File: src/rtl/addsub_pkg.sv
`default_nettype none
// +--------------------------------------------------------------------+
// | addsub_pkg                                                         |
// | Shared constants for the addsub32 sequencer: FSM encoding, data    |
// | width and saturation limits.                                       |
// | Revision: 1.0                                                      |
// +--------------------------------------------------------------------+
package addsub_pkg;

    localparam int DATA_W = 32;

    localparam logic [1:0] ST_IDLE   = 2'd0;
    localparam logic [1:0] ST_SETTLE = 2'd1;
    localparam logic [1:0] ST_DONE   = 2'd2;

    localparam logic [DATA_W-1:0] SAT_POS = 32'h7FFFFFFF;
    localparam logic [DATA_W-1:0] SAT_NEG = 32'h80000000;

endpackage : addsub_pkg
`default_nettype wire

File: src/rtl/addsub32.sv
`default_nettype none
// +--------------------------------------------------------------------+
// | addsub32                                                           |
// | 32-bit ripple-carry adder/subtractor; carry-in = sub, B inverted.  |
// | Revision: 1.0                                                      |
// +--------------------------------------------------------------------+
module addsub32
    import addsub_pkg::*;
(
    input  logic [DATA_W-1:0] a,
    input  logic [DATA_W-1:0] b,
    input  logic              sub,
    output logic [DATA_W-1:0] ans,
    output logic              cout,
    output logic              v
);

    logic [DATA_W-1:0] w_bx;
    logic              w_carry;
    logic              w_c31;

    assign w_bx = b ^ {DATA_W{sub}};

    always_comb begin
        ans     = '0;
        w_c31   = 1'b0;
        w_carry = sub;
        for (int i = 0; i < DATA_W; i++) begin
            ans[i] = a[i] ^ w_bx[i] ^ w_carry;
            if (i == DATA_W - 1) begin
                w_c31 = w_carry;
            end
            w_carry = (a[i] & w_bx[i]) | (w_carry & (a[i] ^ w_bx[i]));
        end
    end

    assign cout = w_carry;
    assign v    = w_c31 ^ w_carry;

endmodule : addsub32
`default_nettype wire

File: src/rtl/addsub32_arb_ctrl.sv
`default_nettype none
// +--------------------------------------------------------------------+
// | addsub32_arb_ctrl                                                  |
// | Round-robin arbiter/sequencer sharing one addsub32 among NREQ      |
// | requesters. Optional macro ADDSUB_SAT_EN saturates on overflow.    |
// | Revision: 1.0                                                      |
// +--------------------------------------------------------------------+
module addsub32_arb_ctrl
    import addsub_pkg::*;
#(
    parameter  int NREQ          = 2,
    parameter  int SETTLE_CYCLES = 8,
    localparam int IDW           = $clog2(NREQ)
) (
    input  logic                   clk,
    input  logic                   rst_n,
    input  logic [NREQ-1:0]        req_valid,
    output logic [NREQ-1:0]        req_ready,
    input  logic [DATA_W*NREQ-1:0] req_a,
    input  logic [DATA_W*NREQ-1:0] req_b,
    input  logic [NREQ-1:0]        req_sub,
    output logic                   rsp_valid,
    input  logic                   rsp_ready,
    output logic [IDW-1:0]         rsp_id,
    output logic [DATA_W-1:0]      rsp_ans,
    output logic                   rsp_cout,
    output logic                   rsp_v,
    output logic                   busy,
    output logic [15:0]            op_cnt
);

    localparam int CNT_W = $clog2(SETTLE_CYCLES + 1);

    if (SETTLE_CYCLES < 1) begin : g_bad_settle
        $error("addsub32_arb_ctrl: SETTLE_CYCLES must be >= 1");
    end
    if (NREQ < 2 || NREQ > 8) begin : g_bad_nreq
        $error("addsub32_arb_ctrl: NREQ must be in 2..8");
    end

    logic [1:0]        r_state;
    logic [CNT_W-1:0]  r_cnt;
    logic [IDW-1:0]    r_last;
    logic [DATA_W-1:0] r_a;
    logic [DATA_W-1:0] r_b;
    logic              r_sub;

    logic              w_gnt_found;
    logic [IDW-1:0]    w_gnt_idx;
    logic [DATA_W-1:0] w_sum;
    logic              w_cout;
    logic              w_v;
    logic [DATA_W-1:0] w_ans_cap;

    // Two passes: indices above the last grant first, then wrap to the rest.
    always_comb begin
        w_gnt_found = 1'b0;
        w_gnt_idx   = '0;
        for (int i = 0; i < NREQ; i++) begin
            if (!w_gnt_found && i > int'(r_last) && req_valid[i]) begin
                w_gnt_found = 1'b1;
                w_gnt_idx   = IDW'(i);
            end
        end
        for (int i = 0; i < NREQ; i++) begin
            if (!w_gnt_found && i <= int'(r_last) && req_valid[i]) begin
                w_gnt_found = 1'b1;
                w_gnt_idx   = IDW'(i);
            end
        end
    end

    always_comb begin
        req_ready = '0;
        if (rst_n && r_state == ST_IDLE && w_gnt_found) begin
            req_ready[w_gnt_idx] = 1'b1;
        end
    end

    addsub32 u_addsub32 (
        .a    (r_a),
        .b    (r_b),
        .sub  (r_sub),
        .ans  (w_sum),
        .cout (w_cout),
        .v    (w_v)
    );

`ifdef ADDSUB_SAT_EN
    // Raw sign bit flipped on overflow, so it selects the opposite limit.
    assign w_ans_cap = w_v ? (w_sum[DATA_W-1] ? SAT_POS : SAT_NEG) : w_sum;
`else
    assign w_ans_cap = w_sum;
`endif

    assign busy = (r_state != ST_IDLE);

    // Counter starts at SETTLE_CYCLES so capture lands SETTLE_CYCLES+1 edges after accept.
    always_ff @(posedge clk or negedge rst_n) begin
        if (!rst_n) begin
            r_state   <= ST_IDLE;
            r_cnt     <= '0;
            r_last    <= IDW'(NREQ - 1);
            r_a       <= '0;
            r_b       <= '0;
            r_sub     <= 1'b0;
            rsp_valid <= 1'b0;
            rsp_id    <= '0;
            rsp_ans   <= '0;
            rsp_cout  <= 1'b0;
            rsp_v     <= 1'b0;
            op_cnt    <= '0;
        end else begin
            case (r_state)
                ST_IDLE: begin
                    if (w_gnt_found) begin
                        r_a     <= req_a[DATA_W*w_gnt_idx +: DATA_W];
                        r_b     <= req_b[DATA_W*w_gnt_idx +: DATA_W];
                        r_sub   <= req_sub[w_gnt_idx];
                        r_last  <= w_gnt_idx;
                        r_cnt   <= CNT_W'(SETTLE_CYCLES);
                        r_state <= ST_SETTLE;
                    end
                end
                ST_SETTLE: begin
                    if (r_cnt == '0) begin
                        rsp_ans   <= w_ans_cap;
                        rsp_cout  <= w_cout;
                        rsp_v     <= w_v;
                        rsp_id    <= r_last;
                        rsp_valid <= 1'b1;
                        r_state   <= ST_DONE;
                    end else begin
                        r_cnt <= r_cnt - CNT_W'(1);
                    end
                end
                ST_DONE: begin
                    if (rsp_ready) begin
                        rsp_valid <= 1'b0;
                        op_cnt    <= op_cnt + 16'd1;
                        r_state   <= ST_IDLE;
                    end
                end
                default: r_state <= ST_IDLE;
            endcase
        end
    end

endmodule : addsub32_arb_ctrl
`default_nettype wire

File: config.mk
export PLATFORM = sky130hd
export DESIGN_NAME = addsub32_arb_ctrl
export DESIGN_NICKNAME = d
export VERILOG_FILES = /design/src/rtl/addsub_pkg.sv /design/src/rtl/addsub32.sv /design/src/rtl/addsub32_arb_ctrl.sv
export SDC_FILE = /design/constraint.sdc
export NUM_CORES = 1
export LEC_CHECK = 0
export CAP_MARGIN = 20
export CORE_ASPECT_RATIO = 0.5
export CORE_MARGIN = 2
export CORE_UTILIZATION = 48
export CTS_CLUSTER_SIZE = 16
export DETAILED_ROUTE_END_ITERATION = 7
export HOLD_SLACK_MARGIN = 0.12
export PLACE_DENSITY = 0.88
export SKIP_LAST_GASP = 1
export SYNTH_ARGS = -nofsm -noshare
export SYNTH_HDL_FRONTEND = slang
export SYNTH_SLANG_ARGS = --single-unit
File: constraint.sdc
create_clock -name clk -period 15.2 [get_ports clk]
set_input_delay 3.04 -clock clk [delete_from_list [all_inputs] [get_ports clk]]
set_output_delay 3.04 -clock clk [all_outputs]
set_load 0.05 [all_outputs]
==> results of run 1 <==
routing by layer:
| metal | vias to the layer above | track usage [%] | share of wire [%] |
|---|---|---|---|
| met1 | 2448 | 26.44 | 41 |
| met4 | 0 | 9.953 | 2.8 |
| met3 | 36 | 4.292 | 3.4 |
| met2 | 134 | 40.57 | 53 |
| met5 | - | 0 | 0 |
| li1 | 2339 | - | - |
critical path: cells and delay by family, from the launching register on:
family	cells	cell delay (ps)
xor gates and xnor gates	1	180
adders and majority gates	30	11890
buffers and inverters	4	710
DFF	1	380
muxes	1	280
cell type report:
cell class	instances	area [sq um]	share of cell area (%)
sequential	124	3105	34.53
multi-input combinational	406	3044	33.85
timing repair buffer	194	1927	21.42
clock buffer	20	466.7	5.189
tap	176	220.2	2.449
inverter	37	138.9	1.544
clock inverter	12	91.34	1.016
state kept, by name, summed over array words and instances (netlist names):
signal and count:
r_b 32, rsp_id 1, r_sub 1, rsp_v 1, r_a 32, r_last 1, rsp_ans 32, r_state 2
rsp_cout 1, r_cnt 4, rsp_valid 1, op_cnt 16
logic make-up after synthesis:
logic type	after synthesis	share of synthesized area [%]
XOR/XNOR	49	6.582
AND/OR/NAND/NOR	142	9.864
adder cells (fa/ha/maj)	34	10.09
multiplexers	70	11.05
AO/OA/AOI/OAI	111	8.866
buffers and inverters	72	5.930
flip-flops	124	47.61
cell usage in the layout (no fill, tap or decap), drive strengths merged, types with 3 or more instances in the layout:
cell,synthesis,routed
nand2,42,42
xor2,8,8
clkdlybuf4s50,0,188
mux2,4,4
nor2,73,73
and3,5,5
o21ai,33,33
ha,3,3
nor3,3,3
xnor2,41,41
buf,31,6
nand3,4,4
inv,37,38
clkinv,0,6
nand4,7,7
a21oi,70,70
dfrtp,123,123
clkbuf,4,20
fa,31,31
mux2i,66,66
clkinvlp,0,5
final timing paths:
check | start | end | slack [ps] | depth (start not counted)
worst max-delay path | r_sub | rsp_ans[31] | 1630 | 36
worst min-delay path | rsp_ans[3] | rsp_ans[3] | 480 | 2
worst min register to register | rsp_ans[3] | rsp_ans[3] | 480 | 2
worst max register to register | r_sub | rsp_ans[31] | 1630 | 36
min in group asynchronous | rst_n | op_cnt[13] | 2740 | 1
max in group asynchronous | rst_n | r_sub | 11180 | 2
Yosys cell counts (2+ instances only):
cell / n
ha_1: 3
nand4_1: 7
o21ai_0: 33
buf_6: 10
buf_2: 15
xnor2_1: 41
o31ai_1: 2
nor2_1: 72
clkbuf_1: 4
fa_1: 31
nand3_1: 3
and3_1: 5
nor3_1: 2
xor2_1: 8
and3b_1: 2
a31oi_1: 2
inv_1: 37
buf_4: 6
nand2b_1: 2
mux2_4: 4
nand2_1: 42
dfrtp_1: 123
a21oi_1: 70
mux2i_1: 66
power by group:
| part | switching [W] | internal (W) |
|---|---|---|
| clock network | 0.000157 | 0.000222 |
| registers | 0.000102 | 0.000474 |
| logic | 0.000601 | 0.000423 |
per-stage QoR:
stage / area (sq um) / hold slack [ps] / worst slack, ps / total power [W]
after floorplan: 6520 / 493.3 / 2159 / 0.001282
after global placement: 8436 / 461.0 / 2154 / 0.001506
after detailed placement: 8436 / 470.2 / 1897 / 0.001576
after CTS: 8994 / 483.6 / 1645 / 0.001993
after global routing: 8994 / 510.0 / 1238 / 0.002134
final: 8994 / 480.2 / 1635 / 0.001978
==> impl_metrics.env, run 1 <==
export IMPL_status="complete, no violations"
export IMPL_grt_pass1_wl_um=25100
export IMPL_synth_seq_cells=124
export IMPL_netlist_area_sq_mm=0.006520
export IMPL_die_y_um=86.41
export IMPL_routed_wl_um=15690
export IMPL_cp_common_cell="fa_1"
export IMPL_core_sq_mm=0.01340
export IMPL_antenna_found_initial=0
export IMPL_grt_pass1_vias=5064
export IMPL_slew_headroom_pct=26.28
export IMPL_synth_cell_type_count=36
export IMPL_io_buffers=189
export IMPL_cts_tree="built"
export IMPL_critPathSlowestCell="buf_4"
export IMPL_htreeDepth=4
export IMPL_gp_congestion=0.7878
export IMPL_cts_setup_buffers=0
export IMPL_final_util_pct=67.11
export IMPL_slowest_delay_ps=440
export IMPL_ys_warn_count=0
export IMPL_required_ps=15500
export IMPL_stdcell_count=969
export IMPL_fmax_ghz=0.07372
export IMPL_hold_viol_final=0
export IMPL_numCtsBuffers=17
export IMPL_fin_crit_ps=13570
export IMPL_layout_drive_gt1_share_pct=6.557
export IMPL_async_flop_share_pct=100.0
export IMPL_root_buffer="clkbuf_16"
export IMPL_first_pass_iters=4
export IMPL_fin_nets=949
export IMPL_ys_flop_type="dfrtp_1"
export IMPL_clockBufferDepth=2
export IMPL_ant_nets=0
export IMPL_grt_usage_pct=22.38
export IMPL_maxSlewViolCount=0
export IMPL_clk_pin_slew_ps=60
export IMPL_vias_per_cell=5.116
export IMPL_power_density_mw_per_mm2=220.0
export IMPL_hpwlAfterDp_um=10850
export IMPL_synth_area_leaders="dfrtp_1 47%, mux2i_1 10%, fa_1 9.5%"
export IMPL_yosysTopAreaCellShare_pct=47.21
export IMPL_synth_area_leader_cell="dfrtp_1"
export IMPL_rows=30
export IMPL_grt_start_max_net_pins=99
export IMPL_vdd_drop_max_uv=117.1
export IMPL_vias=4957
export IMPL_synth_edf_count=0
export IMPL_clkSinkCount=124
export IMPL_initial_utilization_pct=48.66
export IMPL_drv_cap=0
export IMPL_io_pins=190
export IMPL_die_w_um=168.8
export IMPL_syn_inst=602
export IMPL_overflow=0
export IMPL_critPathLaunchType="register"
export IMPL_rsz0062_at_grt="no"
export IMPL_die_area_sq_mm=0.01459
export IMPL_area_delta_synth_final_pct=37.94
export IMPL_tightest_slew_ps=1103
export IMPL_diodes=0
export IMPL_drcViolationCount=0
export IMPL_finalSetupTns_ps=0
export IMPL_drtIter0Drc=318
export IMPL_seq_area_frac_synth_pct=47.61
export IMPL_fin_crit_sh_pct=89.24
export IMPL_synth_net_count=771
export IMPL_n_fill_cell=980
export IMPL_power_leakage_nw=3.954
export IMPL_setup_viol=0
export IMPL_worstPathArrival_ps=13870
export IMPL_holdCritPathClass="reg2reg"
export IMPL_wl_per_cell_um=16.20
export IMPL_cts_hold_buf=0
export IMPL_criticalPathCategory="reg2reg"
export IMPL_endpoint_kind="register"
export IMPL_dp_cells=937
export IMPL_clk_latency_ps=420
export IMPL_synth_area_per_cell_sq_um=10.83
export IMPL_cts_resized=0
export IMPL_cp_max_fo=31
export IMPL_clock_skew_ps=10.46
Note: power is estimated with default switching activity, not from simulation.
==> inputs of run 2 (changes only) <==
--- a/config.mk
+++ b/config.mk
@@ -5,6 +5,7 @@
 export SDC_FILE = /design/constraint.sdc
 export NUM_CORES = 1
 export LEC_CHECK = 0
+export ABC_CLOCK_PERIOD_IN_PS = 15200
 export CAP_MARGIN = 20
 export CORE_ASPECT_RATIO = 0.5
 export CORE_MARGIN = 2
==> results of run 2 <==
Final layout, timing and power as in run 1 (identical DEF).
==> inputs of run 3 (changes only) <==
--- a/config.mk
+++ b/config.mk
@@ -10,9 +10,11 @@
 export CORE_ASPECT_RATIO = 0.5
 export CORE_MARGIN = 2
 export CORE_UTILIZATION = 48
+export CTS_CLUSTER_DIAMETER = 60
 export CTS_CLUSTER_SIZE = 16
 export DETAILED_ROUTE_END_ITERATION = 7
 export HOLD_SLACK_MARGIN = 0.12
+export MAX_ROUTING_LAYER = met4
 export PLACE_DENSITY = 0.88
 export SKIP_LAST_GASP = 1
 export SYNTH_ARGS = -nofsm -noshare
==> impl_metrics.env, run 3 (synthesized netlist as in run 1, its figures left out) <==
export IMPL_status="complete, no violations"
export IMPL_n_fill_cell=980
export IMPL_io_pins=190
export IMPL_cts_resized=0
export IMPL_grt_usage_pct=23.12
export IMPL_slowest_delay_ps=450
export IMPL_htreeDepth=4
export IMPL_reg2reg_from="r_sub"
export IMPL_register_area_sq_mm=0.003105
export IMPL_critPathLaunchType="register"
export IMPL_drv_cap=0
export IMPL_multi_input_area_sq_mm=0.003044
export IMPL_maxSlewViolCount=0
export IMPL_clock_skew_ps=10.90
export IMPL_fmax_ghz=0.07371
export IMPL_first_pass_iters=5
export IMPL_final_cell_mix="188 x clkdlybuf4s50_1, 122 x dfrtp_1, 72 x nor2_1, 70 x a21oi_1, 66 x mux2i_1"
export IMPL_finalSetupTns_ps=0
export IMPL_cp_max_fo=31
export IMPL_cts_setup_buffers=0
export IMPL_final_util_pct=67.11
export IMPL_worstPathArrival_ps=13860
export IMPL_setup_viol=0
export IMPL_vias_per_cell=5.099
export IMPL_die_y_um=86.41
export IMPL_gp_congestion=0.7988
export IMPL_numCtsBuffers=17
export IMPL_critPathSlowestCell="buf_4"
export IMPL_routed_wl_um=15620
export IMPL_tightest_slew_ps=1106
export IMPL_cts_hold_buf=0
export IMPL_die_area_sq_mm=0.01459
export IMPL_overflow=0
export IMPL_clk_latency_ps=420
export IMPL_path_delay_family="adder cells"
export IMPL_root_buffer="clkbuf_16"
export IMPL_initial_utilization_pct=48.66
export IMPL_hold_start="rsp_ans[3]"
export IMPL_clockBufferDepth=2
export IMPL_drcViolationCount=0
export IMPL_io_buffers=189
export IMPL_fin_nets=949
export IMPL_area_delta_synth_final_pct=37.94
export IMPL_hpwlAfterDp_um=10850
export IMPL_final_common_cell="clkdlybuf4s50_1"
export IMPL_hold_viol_final=0
export IMPL_power_leakage_nw=3.954
export IMPL_endpoint_kind="register"
export IMPL_rows=30
export IMPL_antenna_found_initial=0
export IMPL_cts_tree="built"
export IMPL_power_density_mw_per_mm2=219.8
export IMPL_clk_pin_slew_ps=60
export IMPL_wl_per_cell_um=16.12
export IMPL_vdd_drop_max_uv=116.5
export IMPL_dp_slack_ps=1897
export IMPL_drtIter0Drc=321
export IMPL_grt_pass1_vias=5049
export IMPL_clkSinkCount=124
export IMPL_rsz0062_at_grt="no"
export IMPL_layout_drive_gt1_share_pct=6.557
export IMPL_worst_path_buf_inv=4
export IMPL_cp_startpoint="r_sub"
export IMPL_design_area_sq_mm=0.008994
export IMPL_setup_ws_ps=1634
export IMPL_die_w_um=168.8
export IMPL_diodes=0
export IMPL_top_regs="r_a (32), r_b (32), rsp_ans (32)"
export IMPL_core_sq_mm=0.01340
export IMPL_required_ps=15500
export IMPL_holdCritPathClass="reg2reg"
export IMPL_slew_headroom_pct=26.07
export IMPL_vias=4941
export IMPL_fin_crit_ps=13570
export IMPL_fin_crit_sh_pct=89.25
export IMPL_ant_nets=0
export IMPL_place_area_sq_mm=0.008436
export IMPL_grt_start_max_net_pins=99
export IMPL_grt_pass1_wl_um=25100
export IMPL_cp_common_cell="fa_1"
export IMPL_criticalPathCategory="reg2reg"
run 3: final timing paths:
| kind | to | cells past startpoint | slack, ps |
|---|---|---|---|
| worst max-delay path | rsp_ans[31] | 36 | 1630 |
| worst min-delay path | rsp_ans[3] | 2 | 480 |
| worst max register to register | rsp_ans[31] | 36 | 1630 |
| worst min register to register | rsp_ans[3] | 2 | 480 |
| max in group asynchronous | r_sub | 2 | 11190 |
| min in group asynchronous | op_cnt[13] | 1 | 2740 |
run 3: report_power, final:
| part | leakage, nW | switching [W] | total (W) | internal, W |
|---|---|---|---|---|
| clock | 0.261 | 0.000156 | 0.000378 | 0.000222 |
| sequential | 1.47 | 0.000101 | 0.000576 | 0.000474 |
| combinational | 2.22 | 0.000601 | 0.00102 | 0.000423 |
run 3: final cells by class:
class | count | share of cell area (%)
inverters | 37 | 1.544
flip-flops and latches | 124 | 34.53
clock buffers | 20 | 5.189
multi-input cells | 406 | 33.85
clock inverters | 12 | 1.016
well taps | 176 | 2.449
repair buffers | 194 | 21.42
run 3: tightest hold or removal path: stages (launching register included):
cell	delay [ps]
dfrtp_1	340
nand2_1	40
o21ai_0	60
run 3: metal layers:
metal	GRT usage [%]	share of wire (%)	vias up
met5	-	0	-
met4	9.875	2.8	0
met3	4.201	3.3	42
met2	40.28	53	125
met1	26.86	41	2431
li1	-	-	2343
run 3: per-stage QoR:
step	total power, W	hold slack [ps]	instances
after CTS	0.001993	483.6	969
after global routing	0.002134	510.0	969
after global placement	0.001506	461.0	937
after floorplan	0.001282	493.3	602
final	0.001977	480.0	969
after detailed placement	0.001576	470.2	937
